[config.mk]
export PLATFORM = sky130hd
export DESIGN_NAME = mnist_argmax_flat
export DESIGN_NICKNAME = d
export VERILOG_FILES = /design/src/rtl/mnist_argmax_if.sv /design/src/rtl/mnist_argmax.sv /design/src/flat_wrapper.sv
export SDC_FILE = /design/constraint.sdc
export NUM_CORES = 1
export LEC_CHECK = 0
export BUFFER_PORTS_ARGS = -buffer_cell sky130_fd_sc_hd__buf_2
export CAP_MARGIN = 25
export CORE_MARGIN = 2
export CORE_UTILIZATION = 45
export DETAILED_ROUTE_END_ITERATION = 10
export GPL_ROUTABILITY_DRIVEN = 0
export PLACE_DENSITY_LB_ADDON = 0.25
export SLEW_MARGIN = 20
export SYNTH_ARGS = -nofsm -noshare
export SYNTH_HDL_FRONTEND = slang
export SYNTH_SLANG_ARGS = --single-unit
[constraint.sdc]
create_clock -name clk -period 4.76 [get_ports clk]
set_input_delay 0 -clock clk [delete_from_list [all_inputs] [get_ports clk]]
set_output_delay 0 -clock clk [all_outputs]
set_load 0.05 [all_outputs]
[src/rtl/mnist_argmax_if.sv]
// Logit-in / result-out bundle for mnist_argmax.
// master: the producer of logit vectors and consumer of results.
// slave:  the argmax block.
interface mnist_argmax_if #(
  parameter int N         = 8,
  parameter int NUM_CLASS = 10,
  parameter int IDX_W     = 4
);
  logic                   logit_vld;
  logic [NUM_CLASS*N-1:0] logit_din;
  logic                   logit_end;
  logic [IDX_W-1:0]       result_idx;
  logic [N-1:0]           result_max;
  logic                   result_end;
  logic                   result_vld;
  logic                   result_rdy;

  modport master (
    output logit_vld, logit_din, logit_end, result_rdy,
    input  result_idx, result_max, result_end, result_vld
  );

  modport slave (
    input  logit_vld, logit_din, logit_end, result_rdy,
    output result_idx, result_max, result_end, result_vld
  );
endinterface

[src/rtl/mnist_argmax.sv]
// mnist_argmax: sequential argmax over a vector of NUM_CLASS signed logits,
// one compare per enabled cycle, result returned over a valid/ready port.
// Optional build macro MNIST_ARGMAX_TIE_HIGH_EN: ties resolve to the highest
// index (>=) instead of the lowest (>).
//
// Handshake: logit_vld is a one-cycle strobe with no backpressure; a vector
// is taken in IDLE, or in DONE on the same cycle the pending result is
// consumed; otherwise it is dropped and overrun sticks high. result_vld is
// held with stable idx/max/end until a cycle with ce && result_rdy, which
// consumes the result. ce low freezes everything, including handshakes.
module mnist_argmax #(
  parameter int N         = 8,
  parameter int NUM_CLASS = 10,
  parameter int IDX_W     = 4
) (
  input  logic               clk,
  input  logic               rst_n,
  input  logic               ce,
  mnist_argmax_if.slave      bus,
  output logic               busy,
  output logic               overrun,
  output logic [1:0]         state_dbg
);

  typedef enum logic [1:0] {
    IDLE = 2'd0,
    SCAN = 2'd1,
    DONE = 2'd2
  } state_t;

  localparam logic [IDX_W-1:0] LAST_IDX = IDX_W'(NUM_CLASS - 1);

  state_t                 state;
  logic [NUM_CLASS*N-1:0] vec_q;
  logic                   end_q;
  logic [IDX_W-1:0]       cnt;
  logic [IDX_W-1:0]       best_idx;
  logic signed [N-1:0]    best_val;
  logic signed [N-1:0]    cur_val;
  logic                   take;
  logic                   accept;

  logic [IDX_W-1:0]       res_idx_q;
  logic [N-1:0]           res_max_q;
  logic                   res_end_q;
  logic                   res_vld_q;

  assign bus.result_idx = res_idx_q;
  assign bus.result_max = res_max_q;
  assign bus.result_end = res_end_q;
  assign bus.result_vld = res_vld_q;
  assign state_dbg      = state;

  // Select the logit currently under comparison.
  always_comb begin
    cur_val = '0;
    for (int k = 0; k < NUM_CLASS; k++) begin
      if (int'(cnt) == k) cur_val = vec_q[k*N +: N];
    end
  end

`ifdef MNIST_ARGMAX_TIE_HIGH_EN
  assign take = (cur_val >= best_val);
`else
  assign take = (cur_val > best_val);
`endif

  // A new vector enters SCAN from IDLE, or from DONE when the result leaves.
  assign accept = ce && bus.logit_vld &&
                  ((state == IDLE) || ((state == DONE) && bus.result_rdy));

  // Scan FSM with registered outputs; accept overrides the DONE exit.
  always_ff @(posedge clk or negedge rst_n) begin
    if (!rst_n) begin
      state     <= IDLE;
      vec_q     <= '0;
      end_q     <= 1'b0;
      cnt       <= '0;
      best_idx  <= '0;
      best_val  <= '0;
      res_idx_q <= '0;
      res_max_q <= '0;
      res_end_q <= 1'b0;
      res_vld_q <= 1'b0;
      busy      <= 1'b0;
      overrun   <= 1'b0;
    end else if (ce) begin
      case (state)
        IDLE: ;
        SCAN: begin
          if (bus.logit_vld) overrun <= 1'b1;
          if (take) begin
            best_idx <= cnt;
            best_val <= cur_val;
          end
          if (cnt == LAST_IDX) begin
            state     <= DONE;
            res_vld_q <= 1'b1;
            res_idx_q <= take ? cnt : best_idx;
            res_max_q <= take ? cur_val : best_val;
            res_end_q <= end_q;
          end else begin
            cnt <= cnt + IDX_W'(1);
          end
        end
        DONE: begin
          if (bus.result_rdy) begin
            res_vld_q <= 1'b0;
            state     <= IDLE;
            busy      <= 1'b0;
          end else if (bus.logit_vld) begin
            overrun <= 1'b1;
          end
        end
        default: begin
          state <= IDLE;
          busy  <= 1'b0;
        end
      endcase

      if (accept) begin
        vec_q    <= bus.logit_din;
        end_q    <= bus.logit_end;
        best_idx <= '0;
        best_val <= bus.logit_din[N-1:0];
        cnt      <= IDX_W'(1);
        state    <= SCAN;
        busy     <= 1'b1;
      end
    end
  end

endmodule

[src/flat_wrapper.sv]
// flat-port wrapper written by rule: the top's interface ports become plain ports
module mnist_argmax_flat 
#(
  parameter int N         = 8,
  parameter int NUM_CLASS = 10,
  parameter int IDX_W     = 4
)
  (clk, rst_n, ce, busy, overrun, state_dbg, bus_logit_vld, bus_logit_din, bus_logit_end, bus_result_rdy, bus_result_idx, bus_result_max, bus_result_end, bus_result_vld);
  mnist_argmax_if #(.N(N), .NUM_CLASS(NUM_CLASS), .IDX_W(IDX_W)) bus_i ();
  input  logic clk;
  input  logic rst_n;
  input  logic ce;
  output logic busy;
  output logic overrun;
  output logic [1:0] state_dbg;
  input wire logic [$bits(bus_i.logit_vld)-1:0] bus_logit_vld;
  input wire logic [$bits(bus_i.logit_din)-1:0] bus_logit_din;
  input wire logic [$bits(bus_i.logit_end)-1:0] bus_logit_end;
  input wire logic [$bits(bus_i.result_rdy)-1:0] bus_result_rdy;
  output wire logic [$bits(bus_i.result_idx)-1:0] bus_result_idx;
  output wire logic [$bits(bus_i.result_max)-1:0] bus_result_max;
  output wire logic [$bits(bus_i.result_end)-1:0] bus_result_end;
  output wire logic [$bits(bus_i.result_vld)-1:0] bus_result_vld;
  assign bus_i.logit_vld = bus_logit_vld;
  assign bus_i.logit_din = bus_logit_din;
  assign bus_i.logit_end = bus_logit_end;
  assign bus_i.result_rdy = bus_result_rdy;
  assign bus_result_idx = bus_i.result_idx;
  assign bus_result_max = bus_i.result_max;
  assign bus_result_end = bus_i.result_end;
  assign bus_result_vld = bus_i.result_vld;
  mnist_argmax #(.N(N), .NUM_CLASS(NUM_CLASS), .IDX_W(IDX_W)) u_core (.clk(clk), .rst_n(rst_n), .ce(ce), .bus(bus_i), .busy(busy), .overrun(overrun), .state_dbg(state_dbg));
endmodule
After elaboration in Yosys (flattened, before gate mapping)
Cells that the tools add are included.
- register bits after elaboration: 115
- logic and storage cells: 82
- input port bits: 86
- output and inout bits: 18
- magnitude comparators: 1
- eq/ne operators: 20
- add/sub/neg operators: 1
- multiplexer cells: 31
- reduce and logical (&&, ||, !) cells: 17
- operators with widths (kind ; number):
    8-bit 2-to-1 mux ; 13
    4-bit equality test (second input constant) ; 7
    4-bit 2-to-1 mux ; 6
    3-bit AND reduction ; 4
    4-bit by 3-bit equality test with 1-bit output (second input constant) ; 2
    8-bit > comparator ; 1
    2-bit by 1-bit != test with 1-bit output (second input constant) ; 4
    4-bit AND reduction ; 2
    2-bit 2-to-1 mux ; 3
    1-bit case mux with 2 select lines ; 3
    2-bit case mux with 3 select lines ; 1
    1-bit 2-to-1 mux ; 5
    4-bit by 1-bit adder with 4-bit output (second input constant) ; 1
    4-bit by 2-bit equality test with 1-bit output (second input constant) ; 1
    4-bit zero test ; 1
    2-bit != test (second input constant) ; 2
    2-bit AND reduction ; 2
    2-bit nonzero test ; 2
    1-bit logical AND ; 3
    3-bit by 1-bit != test with 1-bit output (second input constant) ; 1
    3-bit by 2-bit != test with 1-bit output (second input constant) ; 1
    2-bit by 1-bit equality test with 1-bit output (second input constant) ; 1
    2-bit equality test (second input constant) ; 1
    2-bit zero test ; 1
    other kinds (2) ; 2

Depth between registers and ports, before layout
- depth in word-level cells: 15
- mapped depth: 16
- gate-level depth less buffers: 12

Worst setup path before layout
OpenSTA, ideal clock, no wires.
- kind: register to register
- start: register u_core.cnt[0]
- end: register u_core.best_val[7]
- stages on the path, launching flop included: 16
- setup slack: 1.755 ns
- buffers on the path: 3
- data required time: 4.634 ns
- period minus slack after synthesis: 3.005 ns
- arrival: 2.879 ns
- library setup time: 0.126 ns
- cell sequence: dfrtp_1 inv_1 ha_1 buf_4 buf_6 a21oi_1 o21ai_1 a221o_1 a32oi_1 ha_1 nand4_1 o21ai_1 a21o_1 o21a_1 buf_2 a221o_1
- word-level cells in the longest chain between the ends: 15
- elaborated cells on any way between the ends: 24
- classes of those cells: order compare (1); eq/ne (9); mux (13); reduce/logical (1)
- RTL lines (what ; RTL line ; RTL):
    start, declared ; mnist_argmax.sv:36 ; logic [IDX_W-1:0] cnt;
    start signal, assigned ; mnist_argmax.sv:103 ; cnt <= cnt + IDX_W'(1);
    4-bit zero test ; mnist_argmax.sv:58 ; if (int'(cnt) == k) cur_val = vec_q[k*N +: N];
    8-bit 2-to-1 mux (9 in series) ; mnist_argmax.sv:58 ;
    8-bit 2-to-1 mux (*) ; mnist_argmax.sv:58 ;
    8-bit > comparator ; mnist_argmax.sv:65 ; assign take = (cur_val > best_val);
    8-bit 2-to-1 mux (*) ; mnist_argmax.sv:92 ; if (take) begin
    8-bit 2-to-1 mux (*) ; mnist_argmax.sv:88 ; case (state)
    8-bit 2-to-1 mux (*) ; mnist_argmax.sv:121 ; if (accept) begin
    end signal, assigned ; mnist_argmax.sv:94 ; best_val <= cur_val;
    end signal, assigned ; mnist_argmax.sv:125 ; best_val <= bus.logit_din[N-1:0];
    end, declared ; mnist_argmax.sv:38 ; logic signed [N-1:0] best_val;
Mark *: on every way between the ends. The rest lies on a longest branch, timed or not. The select of a mux whose other input is x is not followed.
A chain may end at the register's enable or synchronous reset.

Worst setup path in the final report
- start: register u_core.cnt[0]
- end: register u_core.best_val[4]
Same word-level chain as after synthesis.

==> flow_metrics.tcl <==
set metrics [dict create \
    run_status "completed" \
    synth_top_area_frac 0.488 \
    relSlewSlack 0.349 \
    crit_path_start "u_core.cnt[0]" \
    detailed_place_hpwl_um 11600 \
    area_growth_pct 34.1 \
    yosysWarningCount 0 \
    p_switching_w 0.00249 \
    place_area_sq_um 6490 \
    wire_per_inst_um 16.0 \
    htree_levels 4 \
    critPathLaunchType "register" \
    insertion_delay_ns 0.41 \
    via_count 5629 \
    drive_gt1_frac 0.178 \
    cts-hold-fix-buffers 85 \
    synthTopCellsByCount "nand2_1 (238), dfrtp_1 (115), a21oi_1 (50), nor2_1 (32), o21ai_0 (32)" \
    synth_cells 702 \
    swShare 0.438 \
    fin_crit_ns 4.29 \
    worst_pin_slew_ns 0.976 \
    cts_root_buf "clkbuf_16" \
    fp.dieH_um 119 \
    synth_area_leaders "dfrtp_1 (49%), nand2_1 (15%), a21oi_1 (4.2%), ha_1 (3.2%), o21ai_0 (2.7%)" \
    pwr_density_cell_nw_per_um2 718 \
    p_seq_frac 0.305 \
    grt_usage 0.251 \
    clock_path_buffers 2 \
    comb_power_share 0.483 \
    final_area_sq_um 7910 \
    rsz0062_at_grt "false" \
    worst_hold_slack_ns 0.198 \
    antenna_left 0 \
    start_util 0.464 \
    synthArstFlopShare 1.00 \
    ys_seq_area_frac 0.488 \
    antenna_found_initial 0 \
    synth_fp_nets 803 \
    maxCapViolations 0 \
    drtIter0Drc 488 \
    rows 41 \
    netlist-cell-type-count 52 \
    synth-seq-cells 115 \
    totalWireLength_um 17000 \
    synth_area_leader_cell "dfrtp_1" \
    grt_pass1_vias 5595 \
    cts.sinks 115 \
    pwr-share-clk 0.212 \
    clk_pin_slew_ns 0.05 \
    grt_pass1_wl_um 27800 \
    route.detailed.drc 0 \
    fin_tns_setup_ns 0 \
    vias_per_cell 5.32 \
    portBuffers 103 \
    syn_avg_cell_area_sq_um 8.41 \
    netlist_area_sq_um 5900 \
    max_stage_delay_ns 0.78 \
    p_int_w 0.00319 \
    cp-end-kind "register" \
    crit_required_ns 5.11 \
    drt_first_pass_iters 6 \
    worstSetupPathType "register to register" \
    final_hold_viol_count 0 \
    core_sq_um 12700 \
    crit_fanout 20 \
    min_path_type "input pin to asynchronous set/reset pin" \
    cp.arrival_ns 4.64 \
    p_total_w 0.00568 \
    synth_edf_count 0 \
    critical-path-slowest-cell "nor4_1" \
    ctsResizeCount 0 \
    report.final.slew_viol_count 0 \
    grt_max_degree 98 \
    pin_count 104 \
    grt.overflow.total 0 \
    fmax_mhz 233 \
    worstRegToRegCells 14 \
    cts_tree "built" \
    post_cts_buffers 0 \
    finalSetupViolCount 0 \
    r2r_setup_slack_ns 0.47 \
    ir_worst_vdd_mv 0.361 \
    dieArea_sq_um 14000 \
    rr_endpoint "u_core.best_val[4]" \
    num_antenna_cells 0 \
    cts_inserted_buffers 17 \
    die_w_um 119 \
    path_cells "inv_1 > ha_1 > buf_4 > a21oi_1 > o21ai_1 > a221o_1 > a32oi_1 > ha_1 > nand4_1 > o21ai_1 > and2_1 > nor4_1 > buf_4 > a221o_1" \
    skew_ns 0.00628 \
    r2r-start "u_core.cnt[0]" \
    fin_crit_sh 0.901 \
    synth.most_common_cell "nand2_1" \
    p_leak_nw 3.89 \
    nets 975 \
    synth_ff_type "dfrtp_1" \
]
power by group through the flow:
| stage | clock network [W] | registers (W) | logic, W |
|---|---|---|---|
| finish | 0.00120 | 0.00173 | 0.00275 |
| global route | 0.00127 | 0.00178 | 0.00300 |
| CTS | 0.00122 | 0.00173 | 0.00270 |
| detailed placement | 0 | 0.00175 | 0.00264 |
| global placement | 0 | 0.00174 | 0.00255 |
| floorplan | 0 | 0.00177 | 0.00189 |
stage by stage:
step,utilization,cells,worst slack [ns]
floorplan,-,702,1.75
detailed placement,0.511,942,0.653
global route,0.622,1058,0.188
CTS,0.622,1058,0.636
global placement,0.511,942,0.802
finish,0.622,1058,0.472
layer usage:
layer	up-vias	GRT usage	wire, um
met2	203	0.416	8430
li1	2694	-	-
met4	0	0.0938	400
met1	2699	0.316	7120
met5	-	0	0
met3	33	0.0627	1010
worst max-delay path by stage:
| stage | end | slack [ns] |
|---|---|---|
| CTS | u_core.best_val[6] | 0.64 |
| detailed placement | u_core.best_val[6] | 0.65 |
| floorplan | u_core.best_val[7] | 1.75 |
| finish | u_core.best_val[4] | 0.47 |
| global placement | u_core.best_val[6] | 0.80 |
| global route | u_core.best_val[5] | 0.19 |
cells by family (layout without fill, tap and decap cells):
family	count (synthesis)	count (layout)	share of synthesized area
and+or+nand+nor	320	320	0.225
AOI/OAI and AO/OA	174	174	0.192
xor gates and xnor gates	2	2	0.00297
buffers and inverters	75	259	0.0585
adders and majority gates	15	15	0.0318
muxes	1	1	0.00191
DFF	115	115	0.488
area by class of cell:
class | instances | area (sq um)
inverters | 28 | 105
flip-flops and latches | 115 | 2880
clock inverters | 4 | 45.0
clock buffers | 27 | 523
repair buffers | 200 | 1460
multi-input cells | 512 | 2690
fillers | 1131 | 4810
well taps | 172 | 215
critical path, delay by kind of cell, from the launching register on:
kind            cells  cell delay, ns
buf+inv             3            0.70
flops               1            0.47
simple gates        3            1.19
fa+ha+maj           2            0.74
compound gates      6            1.12
registers in the layout, indices dropped and copies added, names as in the netlist:
| name | cells |
|---|---|
| u_core.bus.result_end | 1 |
| u_core.bus.result_idx | 4 |
| u_core.best_idx | 4 |
| u_core.busy | 1 |
| u_core.cnt | 4 |
| u_core.state_dbg | 2 |
| u_core.end_q | 1 |
| u_core.best_val | 8 |
| u_core.bus.result_max | 8 |
| u_core.bus.result_vld | 1 |
| u_core.overrun | 1 |
| u_core.vec_q | 80 |
cells in the final DEF (no fill, tap or decap), types with 10 or more instances in the layout:
cell           instances
nand2_1              237
dfrtp_1              115
buf_2                102
dlygate4sd3_1         85
a21oi_1               50
o21ai_0               32
nor2_1                32
inv_1                 28
o21ai_1               22
clkbuf_16             17
ha_1                  15
a31oi_1               14
buf_4                 13
and2_1                11
nand3_1               10
No activity file was read; power rests on OpenSTA's default activity.
